### src/rtl/rgb_fader_pkg.sv
// Shared types and channel indices for the RGB LED fader.
// Latency: n/a (declarations only).
// Backpressure: n/a (no handshakes).
package rgb_fader_pkg;

   typedef enum logic {
      S_IDLE = 1'b0,
      S_RAMP = 1'b1
   } fader_state_t;

   // Bit positions of each colour in rgb_in / rgb_out.
   localparam int CH_RED   = 2;
   localparam int CH_GREEN = 1;
   localparam int CH_BLUE  = 0;

endpackage

### src/rtl/rgb_fader_pwm_compare.sv
// Per-channel PWM comparator: raw LED level from the shared counter and the channel duty.
// Latency: combinational; the parent registers the result.
// Backpressure: none. RGB_FADER_GAMMA_EN squares the duty before the compare.
module pwm_compare #(
   parameter int PWM_BITS = 8
) (
   input  logic [PWM_BITS-1:0] pwm_cnt,
   input  logic [PWM_BITS-1:0] duty,
   output logic                raw_on
);

   logic [PWM_BITS-1:0] eff;

`ifdef RGB_FADER_GAMMA_EN
   logic [2*PWM_BITS-1:0] duty_sq;

   // Square at double width and keep the top half so the fade looks perceptually linear.
   always_comb begin
      duty_sq = {{PWM_BITS{1'b0}}, duty} * {{PWM_BITS{1'b0}}, duty};
      eff     = duty_sq[2*PWM_BITS-1:PWM_BITS];
   end
`else
   // Linear duty: compare the raw value directly.
   always_comb begin
      eff = duty;
   end
`endif

   // Full-scale duty is forced fully on; the gamma curve never reaches MAX_DUTY by itself.
   always_comb begin
      raw_on = (duty == {PWM_BITS{1'b1}}) ? 1'b1 : (pwm_cnt < eff);
   end

endmodule

### src/rtl/rgb_fader.sv
// RGB LED fader: ramps each channel's PWM duty one LSB per STEP_TICKS clocks toward rgb_in.
// Latency: rgb_out is registered (1 clock behind duty/pwm_cnt); busy rises 1 clock after a target mismatch.
// Backpressure: none; rgb_in is sampled every cycle. RGB_FADER_GAMMA_EN selects the gamma-corrected compare.
module rgb_fader
   import rgb_fader_pkg::*;
#(
   parameter int PWM_BITS   = 8,
   parameter int STEP_TICKS = 1000
) (
   input  logic       clk,
   input  logic       rst,
   input  logic [2:0] rgb_in,
   output logic [2:0] rgb_out,
   output logic       busy
);

   localparam int                  PW        = $clog2(STEP_TICKS + 1);
   localparam logic [PWM_BITS-1:0] MAX_DUTY  = {PWM_BITS{1'b1}};
   localparam logic [PW-1:0]       TICK_LAST = PW'(STEP_TICKS - 1);

   fader_state_t        state_q, state_d;
   logic                busy_q, busy_d;
   logic [2:0]          rgb_out_q, rgb_out_d;
   logic [PWM_BITS-1:0] pwm_cnt_q, pwm_cnt_d;
   logic [PW-1:0]       presc_q, presc_d;
   logic [PWM_BITS-1:0] duty_q [3];
   logic [PWM_BITS-1:0] duty_d [3];
   logic [PWM_BITS-1:0] target [3];
   logic [2:0]          raw_on;
   logic                idle_match;
   logic                step_match;

   for (genvar ch = 0; ch < 3; ch++) begin : g_ch
      pwm_compare #(.PWM_BITS(PWM_BITS)) u_cmp (
         .pwm_cnt (pwm_cnt_q),
         .duty    (duty_q[ch]),
         .raw_on  (raw_on[ch])
      );
   end

   // Each requested colour bit selects fully off or full scale.
   always_comb begin
      target[CH_RED]   = rgb_in[CH_RED]   ? MAX_DUTY : '0;
      target[CH_GREEN] = rgb_in[CH_GREEN] ? MAX_DUTY : '0;
      target[CH_BLUE]  = rgb_in[CH_BLUE]  ? MAX_DUTY : '0;
   end

   // Next-state: free-running PWM counter, prescaler, lockstep duty steps and idle/ramp control.
   always_comb begin
      state_d    = state_q;
      presc_d    = presc_q;
      duty_d     = duty_q;
      pwm_cnt_d  = pwm_cnt_q + 1'b1;
      rgb_out_d  = raw_on;
      idle_match = 1'b1;
      step_match = 1'b1;

      for (int i = 0; i < 3; i++) begin
         if (duty_q[i] != target[i]) idle_match = 1'b0;
      end

      case (state_q)
         S_IDLE: begin
            presc_d = '0;
            if (!idle_match) state_d = S_RAMP;
         end
         S_RAMP: begin
            if (presc_q == TICK_LAST) begin
               presc_d = '0;
               // Step only when strictly below/above target, so duty never wraps.
               for (int i = 0; i < 3; i++) begin
                  if (duty_q[i] < target[i]) begin
                     duty_d[i] = duty_q[i] + 1'b1;
                  end else if (duty_q[i] > target[i]) begin
                     duty_d[i] = duty_q[i] - 1'b1;
                  end
                  if (duty_d[i] != target[i]) step_match = 1'b0;
               end
               if (step_match) state_d = S_IDLE;
            end else begin
               presc_d = presc_q + 1'b1;
            end
         end
         default: state_d = S_IDLE;
      endcase

      busy_d = (state_d == S_RAMP);
   end

   // All state and registered outputs; synchronous reset wins over everything.
   always_ff @(posedge clk) begin
      if (rst) begin
         state_q   <= S_IDLE;
         busy_q    <= 1'b0;
         rgb_out_q <= '0;
         pwm_cnt_q <= '0;
         presc_q   <= '0;
         for (int i = 0; i < 3; i++) duty_q[i] <= '0;
      end else begin
         state_q   <= state_d;
         busy_q    <= busy_d;
         rgb_out_q <= rgb_out_d;
         pwm_cnt_q <= pwm_cnt_d;
         presc_q   <= presc_d;
         for (int i = 0; i < 3; i++) duty_q[i] <= duty_d[i];
      end
   end

   assign rgb_out = rgb_out_q;
   assign busy    = busy_q;

endmodule

### config.mk
export PLATFORM = sky130hd
export DESIGN_NAME = rgb_fader
export DESIGN_NICKNAME = d
export VERILOG_FILES = /design/src/rtl/rgb_fader_pkg.sv /design/src/rtl/rgb_fader_pwm_compare.sv /design/src/rtl/rgb_fader.sv
export SDC_FILE = /design/constraint.sdc
export NUM_CORES = 1
export LEC_CHECK = 0
export CORE_UTILIZATION = 26
export DETAILED_ROUTE_END_ITERATION = 10
export GPL_ROUTABILITY_DRIVEN = 0
export PLACE_DENSITY = 0.45
export SYNTH_ARGS = -nofsm -noshare
export SYNTH_HDL_FRONTEND = slang
export SYNTH_SLANG_ARGS = --single-unit
export TNS_END_PERCENT = 5
### constraint.sdc
create_clock -name clk -period 5.1 [get_ports clk]
set_input_delay 1.275 -clock clk [delete_from_list [all_inputs] [get_ports clk]]
set_output_delay 1.275 -clock clk [all_outputs]
set_load 0.01 [all_outputs]
==> out/metrics.yaml, run 1 <==
status:
  status: "complete, no violations"
logic_synthesis:
  netlist_area_um2: 4110
  ys_ff_latch: 46
  synth_area_per_cell_um2: 7.76
  ys_top_cells_by_count: "53 x ha_1, 51 x nor2_1, 46 x dfxtp_1"
  synth-main-ff-cell: "dfxtp_1"
  synth_most_common_cell: "ha_1"
  ys_types: 66
  ys_top_cells_by_area: "dfxtp_1 22%, ha_1 16%, a21oi_1 5.1%, nor2_1 4.7%, xnor2_1 4.0%"
  synth-edff-count: 0
  ys_seq_area_frac: 0.224
  postSynthNetCount: 588
  yosysTopAreaCell: "dfxtp_1"
  yosysWarnings: 0
  synth_top_area_share: 0.224
  syn-instance-count: 530
  synthArstFlopShare: 0
place:
  hpwl_mm: 8.22
  io_buffers: 8
  dp.cells: 733
  postPlaceCellArea_um2: 4390
  place_ws_ns: 0.240
global_routing:
  grt_util_all_layers: 0.143
  met2_usage: 0.240
  use_met1: 0.181
  grt_max_degree: 40
  antenna_found_initial: 0
  grt-busiest-layer: "met2"
  use_met3: 0.0296
  grt_pass1_wl_mm: 18.8
  grt_pass1_vias: 3750
  grt_overflow: 0
sta:
  fin_tns_setup_ns: 0
  max_clock_freq_mhz: 219
  worst_clock_skew_ns: 0.00771
  holdWs_ns: 0.464
  setup_slack_ns: 0.526
  hold_viol: 0
  finalSetupViolations: 0
  rsz0062_at_grt: "false"
  post-route-period-util: 0.897
  period_needed_ns: 4.57
  maxSlewHeadroom: 0.413
  tightestPinTransition_ns: 0.879
  maxSlewViolCount: 0
cts:
  numCtsBuffers: 5
  cts.hold.buffers_added: 0
  clockBufferDepth: 2
  cts_setup_buffers: 0
  h-tree-depth: 2
  clock-sinks: 46
  cts_tree: "yes"
  clk_latency_ns: 0.30
  clk_pin_slew_ns: 0.07
  cts-root-buf: "clkbuf_16"
  cts_resized: 0
detailed_routing:
  wl_per_cell_um: 14.7
  antenna_left: 0
  dr.pass1.iters: 8
  route.detailed.drc: 0
  routed_via_density: 5.26
  wl_mm: 10.9
  vias: 3896
  drt_iter0_markers: 268
die:
  rows: 45
  die_height_um: 128
  core_um2: 15300
  floorplan.initialDensity: 0.268
  die_w_um: 128
  io_pins: 9
  die-area_um2: 16300
worst_setup_path:
  crit_required_ns: 5.30
  cp_max_fo: 11
  critPathKind: "in2reg"
  end_kind: "flip-flop"
  critPathLaunchType: "input pin"
  worstPathArrival_ns: 4.77
layout:
  utilization: 0.297
  stdcell_area_um2: 4550
  antenna_cells: 0
  layoutNonFillerInstCount: 741
  syn_to_final_growth_pct: 10.7
  nNetsFinal: 587
  drive_gt1_frac: 0.0528
power_and_ir_drop:
  total_power_uw: 828
  ir_drop_mv: 0.165
  power.leakage_nw: 1.63
  power_density_nw_per_um2: 182
flow_run:
  maxCapViolCount: 0
worst_hold_path:
  hp-class: "reg2reg"
-- flip-flops by register name (all words and copies together), names as in the netlist --
| signal | count |
|---|---|
| presc_q | 10 |
| busy | 1 |
| pwm_cnt_q | 8 |
| rgb_out | 3 |
| duty_q | 24 |
-- final timing paths --
kind	from	to	cells past startpoint	slack [ns]
setup / recovery	rgb_in[1]	busy	12	0.53
setup reg to reg	duty_q[8]	busy	11	1.70
hold reg to reg	presc_q[0]	presc_q[0]	1	0.46
hold / removal	presc_q[0]	presc_q[0]	1	0.46
-- metal layers --
metal	share of wire	wire, um	vias up
met3	0.050	546	14
met5	0	0	-
met1	0.47	5080	1808
met4	0.014	155	0
met2	0.47	5140	110
li1	-	-	1964
-- cells by family after synthesis --
group,synth area share
and+or+nand+nor,0.262
muxes,0.00243
DFF,0.224
AOI/OAI and AO/OA,0.246
buffers and inverters,0.0472
adders and majority gates,0.161
xor gates and xnor gates,0.0575
-- worst max-delay path, cell delays in order --
cell and delay [ns]:
clkdlybuf4s50_1 0.54, inv_1 0.16, ha_1 0.33, nor2b_1 0.17
o211ai_2 0.10, a21oi_1 0.68, o211ai_1 0.27, o31a_1 0.34
xnor2_1 0.15, nor4_1 0.40, o22ai_1 0.15, o21a_1 0.20
-- report_power, final --
part | internal [mW] | total (mW) | switching [mW]
registers | 0.365 | 0.371 | 0.00600
clock network | 0.232 | 0.379 | 0.148
logic | 0.0400 | 0.0778 | 0.0378
-- layout by cell type, fill, tap and decap left out, types with 9 or more instances in the layout --
master / n
a21o_1: 22
inv_1: 29
dfxtp_1: 46
o21ai_0: 33
ha_1: 53
nand2_1: 31
and3_1: 11
a21oi_1: 42
nand3_1: 30
nor4_1: 13
nor3_1: 13
nand4_1: 9
nor2_1: 51
or3_1: 15
xnor2_1: 19
-- cell type report --
type	instances	area [um^2]
clock inverters	2	37.5
multi-input cells	437	3000
inverters	29	109
fillers	1659	10800
clock buffers	6	129
well taps	211	264
flip-flops and latches	46	921
repair buffers	10	95.1
Power figures use the tool's default switching activity.
==> inputs of run 2 (changes only) <==
--- a/config.mk
+++ b/config.mk
@@ -5,6 +5,7 @@
 export SDC_FILE = /design/constraint.sdc
 export NUM_CORES = 1
 export LEC_CHECK = 0
+export ABC_CLOCK_PERIOD_IN_PS = 5100
 export CORE_UTILIZATION = 26
 export DETAILED_ROUTE_END_ITERATION = 10
 export GPL_ROUTABILITY_DRIVEN = 0
@@ -12,4 +13,3 @@
 export SYNTH_ARGS = -nofsm -noshare
 export SYNTH_HDL_FRONTEND = slang
 export SYNTH_SLANG_ARGS = --single-unit
-export TNS_END_PERCENT = 5
==> results of run 2 <==
Same layout as run 1: the final DEF is identical, and so are final timing and power.
==> inputs of run 3 (changes only) <==
--- a/config.mk
+++ b/config.mk
@@ -7,9 +7,11 @@
 export LEC_CHECK = 0
 export ABC_CLOCK_PERIOD_IN_PS = 5100
 export CORE_UTILIZATION = 26
+export CTS_CLUSTER_DIAMETER = 150
 export DETAILED_ROUTE_END_ITERATION = 10
+export DONT_BUFFER_PORTS = 1
 export GPL_ROUTABILITY_DRIVEN = 0
-export PLACE_DENSITY = 0.45
+export PLACE_DENSITY = 0.44
 export SYNTH_ARGS = -nofsm -noshare
 export SYNTH_HDL_FRONTEND = slang
 export SYNTH_SLANG_ARGS = --single-unit
==> run 3 against run 2 <==
  * Critical path depth fell by 1
  * Clock skew down 0.0012 ns
  * Via count shrank 1.5%
  * Setup slack gained 0.41 ns
  * Non-clock buffer count decreased by 9
  * Cell count is 1.2% lower
  * Largest power group is now sequential cells
==> out/metrics.yaml, run 3 (synthesis gave the netlist of run 1 again) <==
cts:
  cts_setup_buffers: 0
  cts.hold.buffers_added: 0
  h-tree-depth: 2
  numCtsBuffers: 5
  cts_resized: 0
  clk_pin_slew_ns: 0.07
  clockBufferDepth: 2
  cts-root-buf: "clkbuf_16"
  clk_latency_ns: 0.30
  clock-sinks: 46
  cts_tree: "yes"
detailed_routing:
  wl_mm: 10.9
  antenna_left: 0
  dr.pass1.iters: 4
  routed_via_density: 5.24
  drt_iter0_markers: 250
  vias: 3839
  wl_per_cell_um: 15.0
  route.detailed.drc: 0
sta:
  maxSlewViolCount: 0
  finalSetupViolations: 0
  tightestPinTransition_ns: 0.927
  period_needed_ns: 4.16
  fin_tns_setup_ns: 0
  max_clock_freq_mhz: 240
  maxSlewHeadroom: 0.382
  hold_viol: 0
  rsz0062_at_grt: "false"
  worst_clock_skew_ns: 0.00650
  post-route-period-util: 0.817
  holdWs_ns: 0.472
power_and_ir_drop:
  netSwitchingFraction: 0.236
  comb_power_share: 0.075
  ir_drop_mv: 0.105
  switching_power_uw: 188
  power.leakage_nw: 1.59
  p_int_uw: 607
  pwr-share-clk: 0.456
  power_density_nw_per_um2: 178
  p_seq_frac: 0.469
  total_power_uw: 795
layout:
  fillers: 1673
  reg.largest.list: "duty_q (24), presc_q (10), pwm_cnt_q (8)"
  multi_input_area_um2: 3000
  final-seq-area_um2: 921
  final_common_cell: "ha_1"
  antenna_cells: 0
  layoutNonFillerInstCount: 732
  final_cell_mix: "53 x ha_1, 51 x nor2_1, 46 x dfxtp_1"
  nNetsFinal: 578
  syn_to_final_growth_pct: 8.46
  regMostFlops: "duty_q"
  utilization: 0.291
  drive_gt1_frac: 0.0537
  largest_reg_flops: 24
worst_setup_path:
  end_kind: "flip-flop"
  crit_required_ns: 5.30
  critPathKind: "in2reg"
  r2r_setup_slack_ns: 1.50
  worstPathArrival_ns: 4.36
  crit_family: "compound AO/OA/AOI/OAI gates"
  cp_max_fo: 11
  critPathLaunchType: "input pin"
  path_cells: "inv_1 -> ha_1 -> nor2b_1 -> o211ai_2 -> a21oi_1 -> o21ai_0 -> a221oi_1 -> nand3_1 -> nor4_1 -> o22ai_1 -> o21a_1"
  slowest_stage: "a21oi_1"
  slowest_delay_ns: 0.72
  crit_buf_inv: 1
die:
  core_um2: 15300
  rows: 45
  io_pins: 9
  die_w_um: 128
  floorplan.initialDensity: 0.268
  die_height_um: 128
  die-area_um2: 16300
global_routing:
  grt_overflow: 0
  grt_max_degree: 40
  grt_pass1_vias: 3735
  antenna_found_initial: 0
  grt_pass1_wl_mm: 18.9
  grt_util_all_layers: 0.144
worst_hold_path:
  hp-class: "reg2reg"
flow_run:
  maxCapViolCount: 0
place:
  dp.cells: 724
  io_buffers: 0
  hpwl_mm: 8.18
status:
  status: "complete, no violations"
==> run 3: cell count changes in the layout (fill, tap and decap cells not counted), sizes merged <==
| cell | previous run | this run |
|---|---|---|
| clkdlybuf4s50 | 8 | 0 |
| clkinv | 0 | 1 |
| clkinvlp | 1 | 0 |
| clkbuf | 6 | 7 |
| buf | 2 | 1 |
| bufinv | 1 | 0 |
==> run 3: routing by layer <==
metal  vias to the layer above  GRT usage  wire length (um)
li1                       1957          -                 -
met1                      1804      0.187              5330
met2                        68      0.242              5080
met3                        10     0.0263               381
met4                         0     0.0464               159
met5                         -          0                 0
==> run 3: area by class of cell <==
type / count / area share
Clock buffer: 7 / 0.0342
Clock inverter: 1 / 0.00196
Inverter: 29 / 0.0244
Multi-Input combinational cell: 437 / 0.672
Sequential cell: 46 / 0.207
Tap cell: 211 / 0.0592
Timing Repair Buffer: 1 / 0.00168
==> run 3: metrics by stage <==
| step | cell area [um^2] | worst slack, ns |
|---|---|---|
| 2_1_floorplan | 4110 | 1.50 |
| 3_3_place_gp | 4300 | 0.738 |
| 3_5_place_dp | 4300 | 0.776 |
| 4_1_cts | 4460 | 1.06 |
| 5_1_grt | 4460 | 0.803 |
| 6_report | 4460 | 0.936 |
==> run 3: power groups by stage <==
stage               Clock (mW)  Sequential (mW)  Combinational, mW
floorplan                    0            0.378             0.0546
global placement             0            0.381             0.0584
detailed placement           0            0.381             0.0599
CTS                      0.378            0.373             0.0608
global route             0.394            0.374             0.0688
finish                   0.362            0.373             0.0599
==> run 3: path summary, 6_finish.rpt <==
path                   start          to  cells after the start
setup reg to reg   duty_q[8]        busy                     11
setup / recovery   rgb_in[1]        busy                     11
hold / removal    presc_q[0]  presc_q[0]                      1
hold reg to reg   presc_q[0]  presc_q[0]                      1
